**config.mk**
```make
export PLATFORM = sky130hd
export DESIGN_NAME = display_scan_ctrl
export DESIGN_NICKNAME = d
export VERILOG_FILES = /design/src/rtl/display_scan_ctrl.sv
export SDC_FILE = /design/constraint.sdc
export NUM_CORES = 1
export LEC_CHECK = 0
export ABC_AREA = 1
export CORE_ASPECT_RATIO = 1.5
export CORE_MARGIN = 1.5
export CORE_UTILIZATION = 50
export CTS_CLUSTER_SIZE = 25
export DETAILED_ROUTE_END_ITERATION = 10
export PLACE_DENSITY = 0.76
export SETUP_SLACK_MARGIN = 0.05
export SYNTH_ARGS = -nofsm -noshare
export SYNTH_HDL_FRONTEND = slang
export SYNTH_SLANG_ARGS = --single-unit
```
**constraint.sdc**
```tcl
create_clock -name clk -period 2.4 [get_ports clk]
set_clock_uncertainty 0.05 [all_clocks]
set_input_delay 0.48 -clock clk [delete_from_list [all_inputs] [get_ports clk]]
set_output_delay 0.48 -clock clk [all_outputs]
set_load 0.005 [all_outputs]
```
**src/rtl/display_scan_ctrl.sv**
```systemverilog
// ============================================================================
//  Module   : display_scan_ctrl
//  Purpose  : Time-multiplexed 7-segment scan controller with frame-aligned
//             value commit, inter-digit blanking and leading-zero blanking.
//  Revision : 1.0  initial release
// ============================================================================
`default_nettype none

module display_scan_ctrl #(
    parameter int NDIG  = 4,
    parameter int PRESC = 50000,
    parameter int GUARD = 16
) (
    input  logic                clk,
    input  logic                reset,
    input  logic [4*NDIG-1:0]   Valor,
    input  logic                Carrega,
    output logic                Pronto,
    input  logic                Supressao,
    output logic [3:0]          Entrada,
    output logic                Apagar,
    output logic [NDIG-1:0]     Digito,
    output logic                Quadro
);

    localparam int CW = (PRESC > 1) ? $clog2(PRESC) : 1;
    localparam int IW = (NDIG > 1) ? $clog2(NDIG) : 1;

    localparam logic [CW-1:0] c_CNT_LAST = CW'(PRESC - 1);
    localparam logic [CW-1:0] c_GUARD    = CW'(GUARD);
    localparam logic [IW-1:0] c_IDX_LAST = IW'(NDIG - 1);

    typedef enum logic [0:0] {
        ST_GUARD = 1'b0,
        ST_SHOW  = 1'b1
    } state_t;

    state_t             r_state;
    state_t             w_state_nxt;
    logic [CW-1:0]      r_cnt,     w_cnt_nxt;
    logic [IW-1:0]      r_idx,     w_idx_nxt;
    logic [4*NDIG-1:0]  r_active,  w_active_nxt;
    logic [4*NDIG-1:0]  r_pending, w_pending_nxt;
    logic               r_pend_v,  w_pend_v_nxt;

    logic               r_pronto,  w_pronto_nxt;
    logic [3:0]         r_entrada, w_entrada_nxt;
    logic               r_apagar,  w_apagar_nxt;
    logic [NDIG-1:0]    r_digito,  w_digito_nxt;
    logic               r_quadro,  w_quadro_nxt;

    logic               w_wrap;
    logic               w_boundary;
    logic               w_accept;
    logic               w_commit;
    logic [3:0]         w_nib [NDIG];
    logic [NDIG-1:0]    w_lz;
    logic               w_supp;
    logic               w_lit;

    always_ff @(posedge clk) begin
        if (reset) begin
            r_state   <= ST_GUARD;
            r_cnt     <= '0;
            r_idx     <= '0;
            r_active  <= '0;
            r_pending <= '0;
            r_pend_v  <= 1'b0;
            r_pronto  <= 1'b1;
            r_entrada <= 4'h0;
            r_apagar  <= 1'b1;
            r_digito  <= '1;
            r_quadro  <= 1'b0;
        end else begin
            r_state   <= w_state_nxt;
            r_cnt     <= w_cnt_nxt;
            r_idx     <= w_idx_nxt;
            r_active  <= w_active_nxt;
            r_pending <= w_pending_nxt;
            r_pend_v  <= w_pend_v_nxt;
            r_pronto  <= w_pronto_nxt;
            r_entrada <= w_entrada_nxt;
            r_apagar  <= w_apagar_nxt;
            r_digito  <= w_digito_nxt;
            r_quadro  <= w_quadro_nxt;
        end
    end

    // Next-state: counters, slot FSM and the load/commit handshake.
    // Accept needs pend_v=0 and commit needs pend_v=1, so a load taken on the
    // boundary cycle naturally waits for the following boundary.
    always_comb begin
        w_wrap        = (r_cnt == c_CNT_LAST);
        w_boundary    = w_wrap && (r_idx == c_IDX_LAST);
        w_accept      = Carrega && r_pronto;
        w_commit      = w_boundary && r_pend_v;
        w_cnt_nxt     = w_wrap ? '0 : r_cnt + 1'b1;
        w_idx_nxt     = r_idx;
        w_state_nxt   = r_state;
        w_active_nxt  = r_active;
        w_pending_nxt = r_pending;
        w_pend_v_nxt  = r_pend_v;

        if (w_wrap)
            w_idx_nxt = (r_idx == c_IDX_LAST) ? '0 : r_idx + 1'b1;

        case (r_state)
            ST_GUARD: if (w_cnt_nxt == c_GUARD) w_state_nxt = ST_SHOW;
            ST_SHOW:  if (w_wrap)               w_state_nxt = ST_GUARD;
            default:                            w_state_nxt = ST_GUARD;
        endcase

        if (w_commit) begin
            w_active_nxt = r_pending;
            w_pend_v_nxt = 1'b0;
        end
        if (w_accept) begin
            w_pending_nxt = Valor;
            w_pend_v_nxt  = 1'b1;
        end
    end

    for (genvar i = 0; i < NDIG; i++) begin : g_nib
        assign w_nib[i] = w_active_nxt[4*i +: 4];
    end

    // w_lz[i] = nibbles NDIG-1 down to i are all zero
    always_comb begin
        w_lz           = '0;
        w_lz[NDIG-1]   = (w_nib[NDIG-1] == 4'h0);
        for (int i = NDIG - 2; i >= 0; i--)
            w_lz[i] = w_lz[i+1] && (w_nib[i] == 4'h0);
    end

    // Outputs are computed from next-state so the registers line up with cnt/idx.
    always_comb begin
        w_supp        = Supressao && (w_idx_nxt != '0) && w_lz[w_idx_nxt];
        w_lit         = (w_state_nxt == ST_SHOW) && !w_supp;
        w_entrada_nxt = w_nib[w_idx_nxt];
        w_apagar_nxt  = !w_lit;
        w_digito_nxt  = '1;
        if (w_lit)
            w_digito_nxt[w_idx_nxt] = 1'b0;
        w_quadro_nxt  = (w_cnt_nxt == c_CNT_LAST) && (w_idx_nxt == c_IDX_LAST);
        w_pronto_nxt  = !w_pend_v_nxt;
    end

    assign Pronto  = r_pronto;
    assign Entrada = r_entrada;
    assign Apagar  = r_apagar;
    assign Digito  = r_digito;
    assign Quadro  = r_quadro;

endmodule

`default_nettype wire

```
==> results.json <==
{
  "dp.cells": 529,
  "r2r_slack_ns": 0.21,
  "hpwl_microns": 5250,
  "grt_pass1_wl_microns": 11600,
  "start_util_pct": 51.8,
  "worst-path-stages": 9,
  "cts_max_level": 3,
  "routed_wl_microns": 6960,
  "hold_class": "reg2reg",
  "route.detailed.drc": 0,
  "cts_hold_buf": 0,
  "std_cell_rows": 34,
  "crit_type": "reg2reg",
  "dr.pass1.iters": 4,
  "io_buffers": 30,
  "fin_tns_setup_ns": 0,
  "clk_pin_slew_ns": 0.07,
  "slew_headroom_pct": 67.1,
  "chipHeight_microns": 97.8,
  "tightestPinTransition_ns": 0.492,
  "cts_buffers": 9,
  "insertion_delay_ns": 0.33,
  "timing.fmax_mhz": 457,
  "clock_path_buffers": 2,
  "grt_util_all_layers_pct": 23.2,
  "reg2reg_to": "Digito[1]$_SDFF_PP1_",
  "rsz0062_at_grt": "false",
  "wire_per_inst_microns": 12.8,
  "netlist_area_sq_um": 3000,
  "ir_drop_v": 0.000447,
  "crit_path_start_kind": "flip-flop",
  "slowest_stage": "dfxtp_1",
  "hold_end": "r_pending[14]$_SDFFE_PP0P_",
  "nNetsFinal": 491,
  "ys_seq_elements": 63,
  "reg2reg_depth": 9,
  "core_area_sq_um": 5790,
  "cts-root-buf": "clkbuf_8",
  "stdcell_count": 545,
  "status": "complete, no violations",
  "synthCells": 436,
  "drive_gt1_share_pct": 9.94,
  "crit_fanout": 6,
  "n_fill_cell": 538,
  "overflow": 0,
  "die_area_sq_um": 6480,
  "period_minus_slack_ns": 2.19,
  "timing.hold.worst.start": "r_pending[14]$_SDFFE_PP0P_",
  "crit_chain": "ha_2, nand3_4, nor2_1, nand4_1, o21ai_1, nand3_1, nor2_1, nand3_2, nand4_1",
  "power_density_nw_per_um2": 642,
  "max_stage_delay_ns": 0.42,
  "p_total_mw": 2.32,
  "synth.avg_cell_area_sq_um": 6.88,
  "hold_depth": 2,
  "reg2reg_from": "r_cnt[0]$_SDFF_PP0_",
  "die_x_microns": 66.2,
  "vias": 2805,
  "first_global_vias": 2669,
  "grt_start_max_net_pins": 25,
  "crit_arrival_ns": 2.40,
  "crit_required_ns": 2.61,
  "cts.sinks": 63,
  "tritoncts": "built",
  "fin_crit_sh_pct": 91.2,
  "synth.net_count": 459,
  "io_pins": 31,
  "synth_cell_types": 32,
  "finalSetupViolCount": 0,
  "endpoint_kind": "flip-flop",
  "antenna_found_initial": 0,
  "cp_top_family": "simple AND/OR/NAND/NOR gates",
  "antenna_left": 0,
  "layout.core_utilization_pct": 62.5,
  "finalHoldViolations": 0,
  "cellLeakagePower_nw": 1.58,
  "drt-vias-per-instance": 5.15,
  "seq_area_frac_synth_pct": 42.1,
  "yosys_warnings": 0,
  "routabilityCongestion": 0.929,
  "cap_violations": 0,
  "diodes": 0,
  "slew_violations": 0,
  "worst-path-buf-inv": 0,
  "area_delta_synth_final_pct": 20.7,
  "drtIter0Drc": 143
}
[power breakdown]
group	internal, mW	switching [mW]
registers	1.08	0.0225
clock network	0.721	0.397
logic	0.0533	0.0565
[tightest hold or removal path, stage by stage (launching register included)]
cell     delay (ns)
dfxtp_1        0.30
inv_1          0.06
a21oi_1        0.06
[sequential cells by signal, indices dropped and copies added (netlist names)]
register   count
Quadro         1
Apagar         1
r_pend_v       1
r_cnt         16
r_active      16
r_state        1
Digito         4
Entrada        4
Pronto         1
r_pending     16
r_idx          2
[synth_stat cells]
| master | count | area (sq um) |
|---|---|---|
| clkbuf_1 | 11 | 41.3 |
| ha_1 | 3 | 37.5 |
| nor2_1 | 86 | 323 |
| xor2_1 | 3 | 26.3 |
| a21boi_0 | 1 | 7.51 |
| a21oi_1 | 10 | 50.1 |
| nand3_1 | 25 | 125 |
| o31ai_1 | 1 | 7.51 |
| and3_1 | 1 | 6.26 |
| nand2_1 | 99 | 372 |
| nand3b_1 | 1 | 7.51 |
| a31oi_1 | 2 | 12.5 |
| nor2_2 | 6 | 37.5 |
| nor2_8 | 1 | 20.0 |
| nand4_1 | 18 | 113 |
| o22ai_1 | 2 | 12.5 |
| inv_2 | 3 | 11.3 |
| o21ai_1 | 4 | 20.0 |
| dfxtp_1 | 63 | 1260 |
| a21oi_2 | 1 | 8.76 |
| nand2_2 | 4 | 25.0 |
| nand3_2 | 2 | 20.0 |
| nor4_1 | 1 | 6.26 |
| nor2_4 | 4 | 45.0 |
| buf_2 | 2 | 10.0 |
| nand2_4 | 1 | 11.3 |
| inv_1 | 53 | 199 |
| o21ai_0 | 20 | 100 |
| buf_6 | 1 | 11.3 |
| nor3_1 | 4 | 20.0 |
| nand3_4 | 1 | 17.5 |
| o21ai_4 | 2 | 32.5 |
[worst max-delay path by stage]
stage / startpoint / endpoint
2_1_floorplan: r_cnt[0]$_SDFF_PP0_ / Digito[0]$_SDFF_PP1_
3_3_place_gp: r_cnt[0]$_SDFF_PP0_ / Digito[0]$_SDFF_PP1_
3_5_place_dp: r_cnt[0]$_SDFF_PP0_ / Digito[1]$_SDFF_PP1_
4_1_cts: r_cnt[0]$_SDFF_PP0_ / Digito[1]$_SDFF_PP1_
5_1_grt: r_cnt[0]$_SDFF_PP0_ / Digito[2]$_SDFF_PP1_
6_report: r_cnt[0]$_SDFF_PP0_ / Digito[1]$_SDFF_PP1_
[timing repair]
| item | 4_1_cts | 5_1_grt |
|---|---|---|
| endpoints found under the hold margin | 0 | 0 |
| setup endpoints to repair | 0 | 8 |
| setup buffers | 0 | 0 |
| gates resized for setup | 0 | 3 |
[layout make-up]
| cell class | instances | area [sq um] | area share (%) |
|---|---|---|---|
| clock buffer | 11 | 141 | 3.91 |
| clock inverter | 5 | 104 | 2.87 |
| inverter | 56 | 210 | 5.81 |
| multi-input combinational | 303 | 1470 | 40.7 |
| sequential | 63 | 1260 | 34.9 |
| tap | 72 | 90.1 | 2.49 |
| timing repair buffer | 35 | 338 | 9.34 |
[kinds of logic after synthesis]
kind of cell	after synthesis	synth area share, %
and+or+nand+nor	254	38.3
adders and majority gates	3	1.25
buffers and inverters	70	9.10
xor gates and xnor gates	3	0.877
DFF	63	42.1
AOI/OAI and AO/OA	43	8.39
[metrics by stage]
stage               instance area (sq um)  setup WS, ns  hold slack, ns
detailed placement                   3360         0.187           0.406
CTS                                  3610         0.149           0.415
global route                         3620        0.0481           0.439
global placement                     3360         0.276           0.400
finish                               3620         0.212           0.417
floorplan                            3000         0.518           0.379
[layer usage]
layer  track usage, %  vias to the layer above  part of all wire (%)
li1                 -                     1442                     -
met1             23.2                     1283                    39
met2             42.0                       61                    55
met3             5.41                       19                   2.7
met4             13.3                        0                   3.4
met5                0                        -                     0
[cell usage in the layout, fill, tap and decap left out, types with 2 or more instances in the layout]
cell type         n
nor2_4            4
o21ai_0          20
nand3_1          25
nor2_1           85
a21oi_1          10
a31oi_1           2
buf_4             5
bufinv_16         3
nand2_4           2
xor2_1            3
nand2_1          99
nand3_2           2
ha_1              2
o21ai_1           4
nor3_1            4
nor2_2            7
nand4_1          18
o21ai_4           2
inv_2             3
inv_1            53
o22ai_1           2
clkbuf_8         10
nand2_2           3
clkdlybuf4s50_1  30
dfxtp_1          63
(Power assumes the default switching activity.)
==> RTL edit (same flow settings) <==
Change the parameter `PRESC` from 50000 to 25000.
--- a/src/rtl/display_scan_ctrl.sv
+++ b/src/rtl/display_scan_ctrl.sv
@@ -9,5 +9,5 @@
 module display_scan_ctrl #(
     parameter int NDIG  = 4,
-    parameter int PRESC = 50000,
+    parameter int PRESC = 25000,
     parameter int GUARD = 16
 ) (
Check against the original RTL: no difference found for any inputs over 10 cycles, from zero or initial values and one cycle with reset high; that may be too few to reach the edited logic, so the function may still have changed.
==> RTL edit against the unedited design <==
- cell area down 6.1%
- critical endpoint unchanged
- synthesized cell count shrank 11%
- synthesized area fell by 8.0%
- setup slack worse by 59 ps
- sequential cell count is 1 lower
- combinational power up 6%
- die area is 7.7% lower
- power shrank 6.0%
- wire length fell by 11%
==> RTL edit: results <==
metrics = {
    "worst_setup_path": {
        "slowest_delay_ps": 370,
        "crit_path_top_delay_cell": "dfxtp_4",
        "r2r_setup_slack_ps": 150,
        "r2r_cells": 13,
        "crit_fanout": 6,
        "r2r_start": "r_cnt[0]$_SDFF_PP0_",
        "crit_type": "reg -> reg",
    },
    "synthesis": {
        "synth_cell_types": 31,
        "synthTopCellsByArea": "dfxtp_1 (45%), nor2_1 (12%), nand2_1 (11%), inv_1 (4.9%), o21ai_0 (4.9%)",
        "syn_nets": 411,
        "synth_common_cells": "nor2_1 (86), nand2_1 (84), dfxtp_1 (62), inv_1 (36), o21ai_0 (27)",
        "synth_seq_area_share_pct": 45.0,
        "synthArstFlopShare_pct": 0,
        "syn_inst": 388,
    },
    "sta": {
        "slew_headroom_pct": 73.4,
        "finalCriticalPeriod_ps": 2250,
        "whs_ps": 413,
    },
    "power_and_ir_drop": {
        "p_leak_nw": 1.48,
        "ir_drop_uv": 406,
        "total_power_w": 0.00218,
    },
    "min_path": {
        "hold_end": "r_cnt[0]$_SDFF_PP0_",
        "hold_class": "reg -> reg",
        "min_from": "r_cnt[0]$_SDFF_PP0_",
        "holdPathStages": 1,
    },
    "cts": {
        "clock_path_buffers": 2,
        "cts_max_level": 3,
    },
    "global_routing": {
        "grt_max_degree": 38,
        "grt_pass1_vias": 2514,
        "grt_use_total_pct": 23.5,
        "grt_pass1_wl_mm": 10.8,
    },
    "route": {
        "wl_per_cell_um": 12.5,
        "via_per_inst": 5.09,
        "drtPass1Iterations": 5,
        "dr.first_iter.drc_count": 98,
    },
    "finish": {
        "stdcell_count": 499,
        "drive_gt1_share_pct": 11.4,
        "fillCellCount": 489,
        "reg_top3": "r_active x16, r_pending x16, r_cnt x15",
        "nNetsFinal": 449,
    },
    "place": {
        "dp_cells": 481,
        "hpwlAfterDp_mm": 4.68,
        "preCtsSetupSlack_ps": 101,
        "gp_congestion": 0.899,
    },
    "run_status": {
        "run_status": "complete, no violations",
    },
}
-- RTL edit: changes by cell type after synthesis, moves of 3 or more --
cell,before,now
clkbuf_1,11,8
o21ai_0,20,27
nand3_1,25,22
inv_1,53,36
nand4_1,18,9
nand2_1,99,84
o21ai_1,4,0
-- RTL edit: cells by family (layout without fill, tap and decap cells) --
| family | after synthesis | count (layout) | synth area share [%] |
|---|---|---|---|
| adders and majority gates | 3 | 3 | 1.36 |
| xor gates and xnor gates | 3 | 3 | 0.953 |
| buffers and inverters | 50 | 93 | 7.62 |
| and+or+nand+nor | 222 | 222 | 35.2 |
| DFF | 62 | 62 | 45.0 |
| AOI/OAI and AO/OA | 48 | 48 | 9.89 |
-- RTL edit: per-layer routing --
metal	GRT usage (%)	share of wire, %	up-vias
met5	0	0	-
met4	17.2	4.8	0
met3	4.68	3.7	26
met2	42.5	53	79
met1	23.4	38	1124
li1	-	-	1310
-- RTL edit: repair_timing --
item	4_1_cts	5_1_grt
resized for setup	0	10
buffers inserted	0	2
hold endpoints to repair	0	0
setup endpoints to repair	0	10
-- RTL edit: stage by stage --
step	util, %	instance area [µm²]
after floorplan	-	2760
after global routing	64.8	3400
after detailed placement	59.7	3130
final	64.8	3400
after CTS	63.8	3340
after global placement	59.7	3130
-- RTL edit: power breakdown --
group	internal, W	total [W]	switching (W)	leakage (nW)
Sequential	0.00106	0.00108	0.0000181	0.505
Clock	0.000610	0.000990	0.000380	0.110
Combinational	0.0000579	0.000117	0.0000594	0.866
-- RTL edit: final cells by class --
cell class	count	area share, %
Inverter	38	4.27
Clock inverter	4	2.06
Timing Repair Buffer	39	10.8
Tap cell	68	2.50
Clock buffer	12	4.27
Sequential cell	62	36.7
Multi-Input combinational cell	276	39.5
